<file path="src/rtl/uart_pkg.sv">
// Shared definitions for the byte-to-serial UART transmitter: FSM encodings
// and the fixed frame-level constants.
package uart_pkg;

  typedef enum logic [1:0] {
    IDLE  = 2'd0,
    START = 2'd1,
    DATA  = 2'd2,
    STOP  = 2'd3
  } tx_state_t;

  localparam logic START_BIT  = 1'b0;
  localparam logic STOP_BIT   = 1'b1;
  localparam int   FRAME_BITS = 10;

endpackage

</file>
<file path="src/rtl/uart_bit_timer.sv">
// Bit-period timer: counts clock cycles within one serial bit and pulses
// bit_tick on the last cycle of each bit. Held cleared while en is low.
module uart_bit_timer #(
  parameter int CLKS_PER_BIT = 16
) (
  input  logic clk,
  input  logic rst,
  input  logic en,
  output logic bit_tick
);

  localparam int CNT_W = ($clog2(CLKS_PER_BIT + 1) < 1) ? 1 : $clog2(CLKS_PER_BIT + 1);
  localparam logic [CNT_W-1:0] LAST_COUNT = CNT_W'(CLKS_PER_BIT - 1);

  logic [CNT_W-1:0] count;

  // Wrap at the bit boundary so the next bit starts counting from zero.
  always_ff @(posedge clk) begin
    if (rst || !en) begin
      count <= '0;
    end else if (count == LAST_COUNT) begin
      count <= '0;
    end else begin
      count <= count + 1'b1;
    end
  end

  assign bit_tick = en && (count == LAST_COUNT);

endmodule

</file>
<file path="src/rtl/bus_uart_tx.sv">
// Byte-stream to UART serialiser: accepts one byte per valid/ready handshake
// and sends start bit, 8 data bits LSB first, then stop bit.
module bus_uart_tx
  import uart_pkg::*;
#(
  parameter int DATA_W       = 8,
  parameter int CLKS_PER_BIT = 16
) (
  input  logic              clk,
  input  logic              rst,
  input  logic [DATA_W-1:0] data_in,
  input  logic              data_valid,
  output logic              data_ready,
  output logic              tx,
  output logic              busy,
  output logic              frame_done
);

  localparam logic [2:0] LAST_BIT = 3'(DATA_W - 1);

  tx_state_t         state;
  tx_state_t         state_next;
  logic [DATA_W-1:0] shift_reg;
  logic [DATA_W-1:0] shift_next;
  logic [2:0]        bit_cnt;
  logic [2:0]        bit_cnt_next;
  logic              tx_next;
  logic              bit_tick;
  logic              accept;

  uart_bit_timer #(
    .CLKS_PER_BIT(CLKS_PER_BIT)
  ) u_bit_timer (
    .clk     (clk),
    .rst     (rst),
    .en      (busy),
    .bit_tick(bit_tick)
  );

  assign data_ready = (state == IDLE);
  assign busy       = (state != IDLE);
  assign frame_done = (state == STOP) && bit_tick;
  assign accept     = data_valid && data_ready;

  always_ff @(posedge clk) begin
    if (rst) begin
      state     <= IDLE;
      shift_reg <= '0;
      bit_cnt   <= '0;
      tx        <= STOP_BIT;
    end else begin
      state     <= state_next;
      shift_reg <= shift_next;
      bit_cnt   <= bit_cnt_next;
      tx        <= tx_next;
    end
  end

  // tx is computed from the next state so the registered line level lines up
  // with the state it belongs to.
  always_comb begin
    state_next   = state;
    shift_next   = shift_reg;
    bit_cnt_next = bit_cnt;
    tx_next      = STOP_BIT;
    case (state)
      IDLE: begin
        if (accept) begin
          state_next = START;
          shift_next = data_in;
          tx_next    = START_BIT;
        end
      end
      START: begin
        tx_next = START_BIT;
        if (bit_tick) begin
          state_next = DATA;
          tx_next    = shift_reg[0];
        end
      end
      DATA: begin
        tx_next = shift_reg[0];
        if (bit_tick) begin
          if (bit_cnt == LAST_BIT) begin
            state_next   = STOP;
            bit_cnt_next = '0;
            tx_next      = STOP_BIT;
          end else begin
            bit_cnt_next = bit_cnt + 3'd1;
            shift_next   = shift_reg >> 1;
            tx_next      = shift_reg[1];
          end
        end
      end
      STOP: begin
        tx_next = STOP_BIT;
        if (bit_tick) begin
          state_next = IDLE;
        end
      end
      default: begin
        state_next = IDLE;
      end
    endcase
  end

endmodule

</file>
<file path="config.mk">
export PLATFORM = sky130hd
export DESIGN_NAME = bus_uart_tx
export DESIGN_NICKNAME = d
export VERILOG_FILES = /design/src/rtl/uart_pkg.sv /design/src/rtl/uart_bit_timer.sv /design/src/rtl/bus_uart_tx.sv
export SDC_FILE = /design/constraint.sdc
export NUM_CORES = 1
export LEC_CHECK = 0
export CAP_MARGIN = 25
export CORE_ASPECT_RATIO = 0.9
export CORE_MARGIN = 1
export CORE_UTILIZATION = 46
export CTS_CLUSTER_SIZE = 12
export DETAILED_ROUTE_END_ITERATION = 10
export HOLD_SLACK_MARGIN = 0.06
export PLACE_DENSITY = 0.73
export SLEW_MARGIN = 30
export SYNTH_ARGS = -nofsm -noshare
export SYNTH_HDL_FRONTEND = slang
export SYNTH_SLANG_ARGS = --single-unit
</file>
<file path="constraint.sdc">
create_clock -name clk -period 1.95 [get_ports clk]
set_input_delay 0.195 -clock clk [delete_from_list [all_inputs] [get_ports clk]]
set_output_delay 0.195 -clock clk [all_outputs]
set_load 0.05 [all_outputs]
</file>
==> run summary, run 1 <==
WS Path Type: reg -> out
Pwr Density: 1280 nW/um^2
CP Capture Type: primary output
DIE WIDTH: 49.5 um
Synth Flop Type: dfxtp_1
root buffer cell: clkbuf_4
CP Cell Sequence: ha_1 > and3_4 > ha_4 > nor2b_2 > and2_4 > buf_12
Synthesized Nets: 117
Sw Share: 40.6%
Max Cap Violations: 0
RSZ-0062 raised after global routing: no
Placeable Area: 1910 um^2
antenna diode count: 0
Antenna Nets Post-Route: 0
die height: 44.7 um
total track usage: 17.2%
Tot Pwr: 1.53 mW
drt initial violations: 5
via count: 723
DRT Wirelength: 1.78 mm
Final Wtd Congestion: 0.701
status: finished, final reports clean
Detailed Routing Iterations Pass 1: 4
number of global-route vias before repair: 672
slowest cell on the critical path: dfxtp_2
flops & latches, synth: 19
fin crit period: 1900 ps
hold path cells: 1
unique cell type count in the Yosys netlist: 28
Setup TNS: 0 ps
most frequent cells in the layout: nor2_1 (18), dfxtp_1 (16), mux2i_1 (11), clkdlybuf4s50_1 (11), a211oi_1 (7)
Place WS: 35.9 ps
Logic pwr share: 51.6%
# fillers: 168
CP required: 1750 ps
Num CTS Buffers: 3
final hold vios: 0
Layout Skew: 1.17 ps
final HPWL from detailed placement: 1.29 mm
hold buffer count at cts: 0
FMAX: 527 MHz
leading cell type in the layout, fill and taps excluded: nor2_1
Final period util: 97.3%
Clock power frac: 13.0%
CP max stage delay: 340 ps
Mapped Avg Cell Area: 9.52 um^2
I/O pin count: 15
Critical Path AT: 1700 ps
grt total ovfl: 0
post-synthesis sequential area ratio: 40.8%
Sw Pwr: 622 uW
Worst-path clk slew: 110 ps
static leakage: 0.480 nW
drc violations: 0
initial antenna violation count: 0
first-pass GRT wire length: 2.84 mm
largest net degree at the start of global routing: 16
final setup fails: 0
cells after synthesis: 98
Post-CTS Setup Bufs: 0
max reg flops: 8
register share of total power: 35.4%
Worst-Skew Late Latency: 290 ps
share of cells above drive strength 1: 20.9%
startpoint types: flip-flop
Register-to-Register Path Depth: 6
Setup WS post-layout: 52.4 ps
Max VDD drop: 0.895 mV
Cell Area, Synth: 933 um^2
Rows: 15
Avg Vias per Cell: 5.16
H-tree levels: 1
asr flop ratio synth: 0%
DR WL/cell: 12.7 um
synth-to-layout area growth: 28.2%
initial core utilization: 48.8%
Slew headroom: 67.4%
max-slew violation count: 0
hold_ws: 422 ps
TritonCTS clock tree: built
CTS Buffer Depth: 2
internal power: 911 uW
worst-path maximum fanout: 6
number of synthesized flops with an enable pin: 0
Slew @ Worst Pin: 487 ps
Sink Count: 19
Hold/Removal Path Class: reg -> reg
final net count: 135
die area: 2210 um^2
yosys warns: 0
IO buf count: 14
cell families (layout without fill, tap and decap cells):
| group | after synthesis | count (layout) | synth area share (%) |
|---|---|---|---|
| compound gates | 13 | 13 | 11.3 |
| fa+ha+maj | 8 | 8 | 10.7 |
| mux | 12 | 12 | 13.0 |
| xor+xnor | 2 | 2 | 1.88 |
| flops | 19 | 19 | 40.8 |
| buf+inv | 9 | 26 | 4.29 |
| simple gates | 35 | 35 | 18.1 |
through the flow:
stage                     instances  area, um^2  utilization (%)
after floorplan                  98         936                -
after global placement          136        1130             58.8
after detailed placement        136        1130             58.8
after CTS                       140        1160             60.6
after global routing            140        1200             62.5
final                           140        1200             62.5
cell usage after synthesis (2+ instances only):
library cell	number	area [um^2]
mux2i_1	11	110
nor2_1	18	67.6
nor2b_1	2	12.5
ha_1	8	100
nor3_1	3	15.0
inv_1	5	18.8
buf_2	2	10.0
nand2_1	4	15.0
a211oi_1	7	52.6
or3_1	2	12.5
dfxtp_1	19	380
timing repair:
action / CTS / global route
endpoints found under the setup margin: 1 / 9
resized for setup: 3 / 8
cloned: 0 / 0
pin swaps: 0 / 1
area by class of cell:
class                           count  area, um^2  area share [%]
Clock buffer                        4        26.3            2.20
Inverter                            5        18.8            1.57
Timing Repair Buffer               17         180            15.1
Tap cell                           25        31.3            2.62
Multi-Input combinational cell     70         556            46.4
Sequential cell                    19         384            32.1
final timing paths:
| kind | from | slack (ps) | to |
|---|---|---|---|
| worst max-delay path | u_bit_timer.count[0] | 50 | frame_done |
| worst min-delay path | u_bit_timer.count[0] | 420 | u_bit_timer.count[0] |
| worst max register to register | state[0] | 110 | state[1] |
| worst min register to register | u_bit_timer.count[0] | 420 | u_bit_timer.count[0] |
power by group through the flow:
stage	combinational [mW]	sequential [mW]	clock, mW
after floorplan	0.529	0.567	0
after global placement	0.721	0.541	0
after detailed placement	0.747	0.546	0
after CTS	0.751	0.537	0.202
after global routing	0.858	0.554	0.216
final	0.791	0.543	0.199
worst max-delay path: cells and delay by family, from the launching register on:
kind | cells | cell delay, ps
adder cells (fa/ha/maj) | 2 | 400
flip-flops | 1 | 340
buffers and inverters | 1 | 140
AND/OR/NAND/NOR | 3 | 530
metal layers:
layer | vias to the layer above | global-route usage, % | wire length [um]
met3 | 4 | 3.37 | 69
met4 | 0 | 8.57 | 17
met5 | - | 0 | 0
met2 | 18 | 29.6 | 851
met1 | 328 | 20.9 | 841
li1 | 373 | - | -
Power figures use the tool's default switching activity.
==> inputs of run 2 (changes only) <==
--- a/config.mk
+++ b/config.mk
@@ -12,8 +12,8 @@
 export CTS_CLUSTER_SIZE = 12
 export DETAILED_ROUTE_END_ITERATION = 10
 export HOLD_SLACK_MARGIN = 0.06
-export PLACE_DENSITY = 0.73
-export SLEW_MARGIN = 30
+export PLACE_DENSITY_LB_ADDON = 0.15
+export SLEW_MARGIN = 20
 export SYNTH_ARGS = -nofsm -noshare
 export SYNTH_HDL_FRONTEND = slang
 export SYNTH_SLANG_ARGS = --single-unit
==> run 2 against run 1 <==
  * Core utilization down 0.065 points
  * First-iteration DRC count rose to 3.6 times the previous value
  * Non-clock buffer count up 1
  * Final cell count up 0.71%
  * Critical path depth unchanged
  * Critical path type unchanged
  * Critical endpoint unchanged
  * Largest power group unchanged
  * Highest routed layer unchanged
==> run summary, run 2 (synthesis gave the netlist of run 1 again) <==
status: finished, final reports clean
DR WL/cell: 11.7 um (-8.3%)
Detailed Routing Iterations Pass 1: 4 (unchanged)
Logic pwr share: 50.5% (-1.1 points)
Sw Pwr: 613 uW (-1.4%)
FF-to-FF setup slack: 120 ps (about the same)
die area: 2210 um^2 (unchanged)
final net count: 136 (+0.74%)
Pwr Density: 1250 nW/um^2 (-2.4%)
grt total ovfl: 0 (unchanged)
Num CTS Buffers: 3 (unchanged)
DIE WIDTH: 49.5 um (unchanged)
Antenna Nets Post-Route: 0 (unchanged)
Worst-Skew Late Latency: 290 ps (about the same)
most frequent cells in the layout: nor2_1 (18), dfxtp_1 (16), mux2i_1 (11), clkdlybuf4s50_1 (11), a211oi_1 (7)
final hold vios: 0 (unchanged)
max-slew violation count: 0 (unchanged)
H-tree levels: 1 (unchanged)
register share of total power: 36.2% (+0.8 points)
synth-to-layout area growth: 28.0%
antenna diode count: 0 (unchanged)
Hold/Removal Path Class: reg -> reg
Post-CTS Setup Bufs: 0 (unchanged)
via count: 727 (+0.55%)
CP delay by family, top: simple AND/OR/NAND/NOR gates
largest net degree at the start of global routing: 16 (unchanged)
Sw Share: 41.0% (+0.46 points)
IO buf count: 14 (unchanged)
initial antenna violation count: 0 (unchanged)
Placeable Area: 1910 um^2 (unchanged)
Buf/Inv on CP: 1 (unchanged)
Finished Cell Area: 1190 um^2 (-0.10%)
TritonCTS clock tree: built
Place WS: 64.2 ps (+28.3 ps)
Sink Count: 19 (unchanged)
Final period util: 94.5% (-2.8 points)
CP Cell Sequence: ha_2 > and3_4 > ha_4 > nor2b_2 > and2_4 > buf_12
final HPWL from detailed placement: 1.21 mm (-6.1%)
CP max stage delay: 340 ps (about the same)
DRT Wirelength: 1.64 mm (-7.6%)
max reg flops: 8 (unchanged)
hold_ws: 424 ps (+2.51 ps)
die height: 44.7 um (unchanged)
share of cells above drive strength 1: 23.3% (+2.4 points)
WS Path Type: reg -> out
drt initial violations: 18 (+13)
fin crit period: 1840 ps (-53.9 ps)
total track usage: 16.6% (-0.62 points)
number of global-route vias before repair: 656 (-2.4%)
Slew headroom: 67.6% (+0.12 points)
slowest cell on the critical path: dfxtp_2
drc violations: 0 (unchanged)
internal power: 882 uW (-3.2%)
Slew @ Worst Pin: 485 ps (-1.83 ps)
FMAX: 542 MHz (+2.9%)
startpoint types: flip-flop
hold buffer count at cts: 0 (unchanged)
I/O pin count: 15 (unchanged)
Clock power frac: 13.3% (+0.3 points)
CP required: 1750 ps (about the same)
Setup WS post-layout: 106 ps (+53.9 ps)
Avg Vias per Cell: 5.16 (-0.16%)
final setup fails: 0 (unchanged)
DP Area: 1120 um^2 (-0.44%)
leading cell type in the layout, fill and taps excluded: nor2_1
Layout Skew: 0.575 ps (-0.591 ps)
Critical Path AT: 1650 ps (-50 ps)
Worst-path clk slew: 110 ps (about the same)
static leakage: 0.480 nW (about the same)
worst-path maximum fanout: 6 (unchanged)
first-pass GRT wire length: 2.74 mm (-3.6%)
root buffer cell: clkbuf_4
Max Cap Violations: 0 (unchanged)
# fillers: 179 (+6.5%)
CP Capture Type: primary output
CTS Buffer Depth: 2 (unchanged)
Final Wtd Congestion: 0.840 (+20%)
Rows: 15 (unchanged)
initial core utilization: 48.8% (unchanged)
Max VDD drop: 0.816 mV (-8.9%)
==> run 2: power by group through the flow <==
| stage | Combinational, mW | Sequential (mW) | Clock (mW) |
|---|---|---|---|
| finish | 0.755 | 0.541 | 0.199 |
| floorplan | 0.529 | 0.567 | 0 |
| global route | 0.826 | 0.556 | 0.227 |
| global placement | 0.703 | 0.540 | 0 |
| detailed placement | 0.711 | 0.545 | 0 |
| CTS | 0.715 | 0.537 | 0.212 |
==> run 2: per-layer routing <==
metal	track usage, %	share of wire (%)	up-vias	wire length (um)
li1	-	-	382	-
met1	19.6	50	333	827
met2	27.9	45	10	747
met3	4.04	3.3	2	54
met4	9.71	0.91	0	15
met5	0	0	-	0
==> run 2: final timing paths <==
kind                   startpoint  depth (start not counted)                    to
max          u_bit_timer.count[0]                          6            frame_done
min          u_bit_timer.count[0]                          1  u_bit_timer.count[0]
max reg2reg              state[0]                          6              state[1]
min reg2reg  u_bit_timer.count[0]                          1  u_bit_timer.count[0]
==> run 2: cell type report <==
type | instances | area (um^2) | share of cell area [%]
sequential | 19 | 384 | 32.1
timing repair buffer | 18 | 175 | 14.7
tap | 25 | 31.3 | 2.62
multi-input combinational | 70 | 558 | 46.7
clock inverter | 1 | 5.00 | 0.419
clock buffer | 3 | 22.5 | 1.88
inverter | 5 | 18.8 | 1.57
==> run 2: worst register-to-register path, cell delays in order (launching register included) <==
cell	delay (ps)
dfxtp_2	370
inv_1	70
ha_2	180
or4b_4	540
a221oi_4	300
mux2i_1	210
nor2_1	50
==> run 2: timing repair <==
action | in CTS | in global routing
pin swaps | 0 | 1
hold endpoints to repair | 0 | 0
endpoints found under the setup margin | 1 | 2
resized for setup | 5 | 7
==> run 2: stage by stage <==
stage,utilization (%),std cells,total power [mW],setup TNS (ps)
finish,62.4,141,1.50,0
floorplan,-,98,1.10,0
detailed placement,58.6,137,1.26,0
global placement,58.6,137,1.24,0
global route,62.4,141,1.61,-7.31
CTS,61.1,141,1.46,0
==> inputs of run 3 (changes only) <==
--- a/config.mk
+++ b/config.mk
@@ -12,7 +12,7 @@
 export CTS_CLUSTER_SIZE = 12
 export DETAILED_ROUTE_END_ITERATION = 10
 export HOLD_SLACK_MARGIN = 0.06
-export PLACE_DENSITY_LB_ADDON = 0.15
+export PLACE_DENSITY = 0.78
 export SLEW_MARGIN = 20
 export SYNTH_ARGS = -nofsm -noshare
 export SYNTH_HDL_FRONTEND = slang
==> run 3 against run 2 <==
  * Sequential share of layout area increased by 0.72 points
  * Clock power about the same
  * Clock skew increased by 2.6 ps
  * Sequential power increased by 0.9%
  * Die area unchanged
  * Non-clock buffer count decreased by 1
  * Count of clock-buffer cells in the layout increased by 1
  * Setup slack got worse by 30 ps
  * Power decreased by 2.5%
  * Final cell count decreased by 0.71%
  * Critical path depth unchanged
  * Critical endpoint unchanged
==> run summary, run 3 (synthesis gave the netlist of run 1 again) <==
status: finished, final reports clean
static leakage: 0.469 nW (-2.3%)
Post-CTS Setup Bufs: 0 (unchanged)
max-slew violation count: 0 (unchanged)
Avg Vias per Cell: 5.03 (-2.5%)
internal power: 859 uW (-2.6%)
max reg flops: 8 (unchanged)
CP max stage delay: 360 ps (+20 ps)
synth-to-layout area growth: 24.8%
DIE WIDTH: 49.5 um (unchanged)
Max Cap Violations: 0 (unchanged)
die height: 44.7 um (unchanged)
Num CTS Buffers: 3 (unchanged)
Placeable Area: 1910 um^2 (unchanged)
Critical Path AT: 1680 ps (+30 ps)
Logic pwr share: 48.8% (-1.7 points)
WS Path Type: reg -> out
Place WS: 60.2 ps (-4.03 ps)
Pwr Density: 1250 nW/um^2 (about the same)
final net count: 135 (-0.74%)
largest net degree at the start of global routing: 16 (unchanged)
leading cell type in the layout, fill and taps excluded: nor2_1
FMAX: 534 MHz (-1.6%)
DRT Wirelength: 1.68 mm (+2.1%)
final hold vios: 0 (unchanged)
final setup fails: 0 (unchanged)
final HPWL from detailed placement: 1.23 mm (+1.2%)
register share of total power: 37.5% (+1.3 points)
CP required: 1750 ps (about the same)
IO buf count: 14 (unchanged)
Sw Share: 41.1% (about the same)
I/O pin count: 15 (unchanged)
startpoint types: flip-flop
CTS Buffer Depth: 2 (unchanged)
number of global-route vias before repair: 656 (unchanged)
DR WL/cell: 12.0 um (+2.8%)
first-pass GRT wire length: 2.86 mm (+4.5%)
H-tree levels: 1 (unchanged)
Slew @ Worst Pin: 485 ps (+0.318 ps)
drt initial violations: 3 (-15)
RSZ-0062 raised after global routing: yes
Setup WS post-layout: 76.7 ps (-29.6 ps)
TritonCTS clock tree: built
Final period util: 96.1% (+1.5 points)
Detailed Routing Iterations Pass 1: 4 (unchanged)
CP Cell Sequence: ha_2 > and3_4 > ha_4 > nor2b_2 > and2_1 > buf_12
slowest cell on the critical path: dfxtp_1
grt total ovfl: 0 (unchanged)
Worst-Skew Late Latency: 290 ps (about the same)
Rows: 15 (unchanged)
Hold/Removal Path Class: reg -> reg
Max VDD drop: 0.910 mV (+12%)
Buf/Inv on CP: 1 (unchanged)
Antenna Nets Post-Route: 0 (unchanged)
root buffer cell: clkbuf_4
Clock power frac: 13.7% (+0.4 points)
initial antenna violation count: 0 (unchanged)
Layout Skew: 3.14 ps (+2.56 ps)
initial core utilization: 48.8% (unchanged)
CP Capture Type: primary output
total track usage: 17.4% (+0.87 points)
CP delay by family, top: simple AND/OR/NAND/NOR gates
Final Wtd Congestion: 0.788 (-6.2%)
worst-path maximum fanout: 6 (unchanged)
Slew headroom: 67.5% (about the same)
via count: 704 (-3.2%)
hold buffer count at cts: 0 (unchanged)
Worst-path clk slew: 110 ps (about the same)
Sw Pwr: 598 uW (-2.5%)
die area: 2210 um^2 (unchanged)
antenna diode count: 0 (unchanged)
fin crit period: 1870 ps (+29.6 ps)
Sink Count: 19 (unchanged)
most frequent cells in the layout: nor2_1 (18), dfxtp_1 (17), mux2i_1 (11), clkdlybuf4s50_1 (11), a211oi_1 (7)
share of cells above drive strength 1: 18.3% (-5.0 points)
Layout Utilization: 60.8% (-1.6 points)
drc violations: 0 (unchanged)
run 3: final timing paths:
check / startpoint / end / slack, ps / depth (start not counted)
worst max-delay path: u_bit_timer.count[1] / frame_done / 80 / 6
worst min-delay path: u_bit_timer.count[0] / u_bit_timer.count[0] / 420 / 1
worst max register to register: state[1] / state[1] / 80 / 6
worst min register to register: u_bit_timer.count[0] / u_bit_timer.count[0] / 420 / 1
run 3: power groups by stage:
stage / registers [mW] / logic (mW) / clock network (mW)
detailed placement: 0.551 / 0.708 / 0
finish: 0.546 / 0.711 / 0.199
global placement: 0.542 / 0.693 / 0
global route: 0.556 / 0.773 / 0.218
CTS: 0.543 / 0.715 / 0.206
floorplan: 0.567 / 0.529 / 0
run 3: repair_timing:
| item | 4_1_cts | 5_1_grt |
|---|---|---|
| gates resized for setup | 4 | 3 |
| setup endpoints to repair | 1 | 2 |
| pin swaps | 0 | 1 |
run 3: cell type report:
class | instances | area, um^2
clock buffers | 4 | 26.3
fillers | 190 | 749
inverters | 5 | 18.8
multi-input cells | 70 | 538
flip-flops and latches | 19 | 383
well taps | 25 | 31.3
repair buffers | 17 | 168
run 3: metrics by stage:
stage / hold WS (ps) / power [mW] / cell area (um^2) / setup TNS, ps / instances
after floorplan: 268 / 1.10 / 936 / 0 / 98
after global placement: 430 / 1.24 / 1110 / 0 / 136
after detailed placement: 437 / 1.26 / 1110 / 0 / 136
after CTS: 458 / 1.46 / 1160 / 0 / 140
after global routing: 450 / 1.55 / 1160 / -17.2 / 140
final: 425 / 1.46 / 1160 / 0 / 140
run 3: layer usage:
layer  up-vias  share of wire, %  GRT usage (%)  wire length [um]
li1        372                 -              -                 -
met1       317                50           21.0               833
met2        13                46           29.9               766
met3         2               3.9           6.06                65
met4         0              0.77           5.14                13
met5         -                 0              0                 0
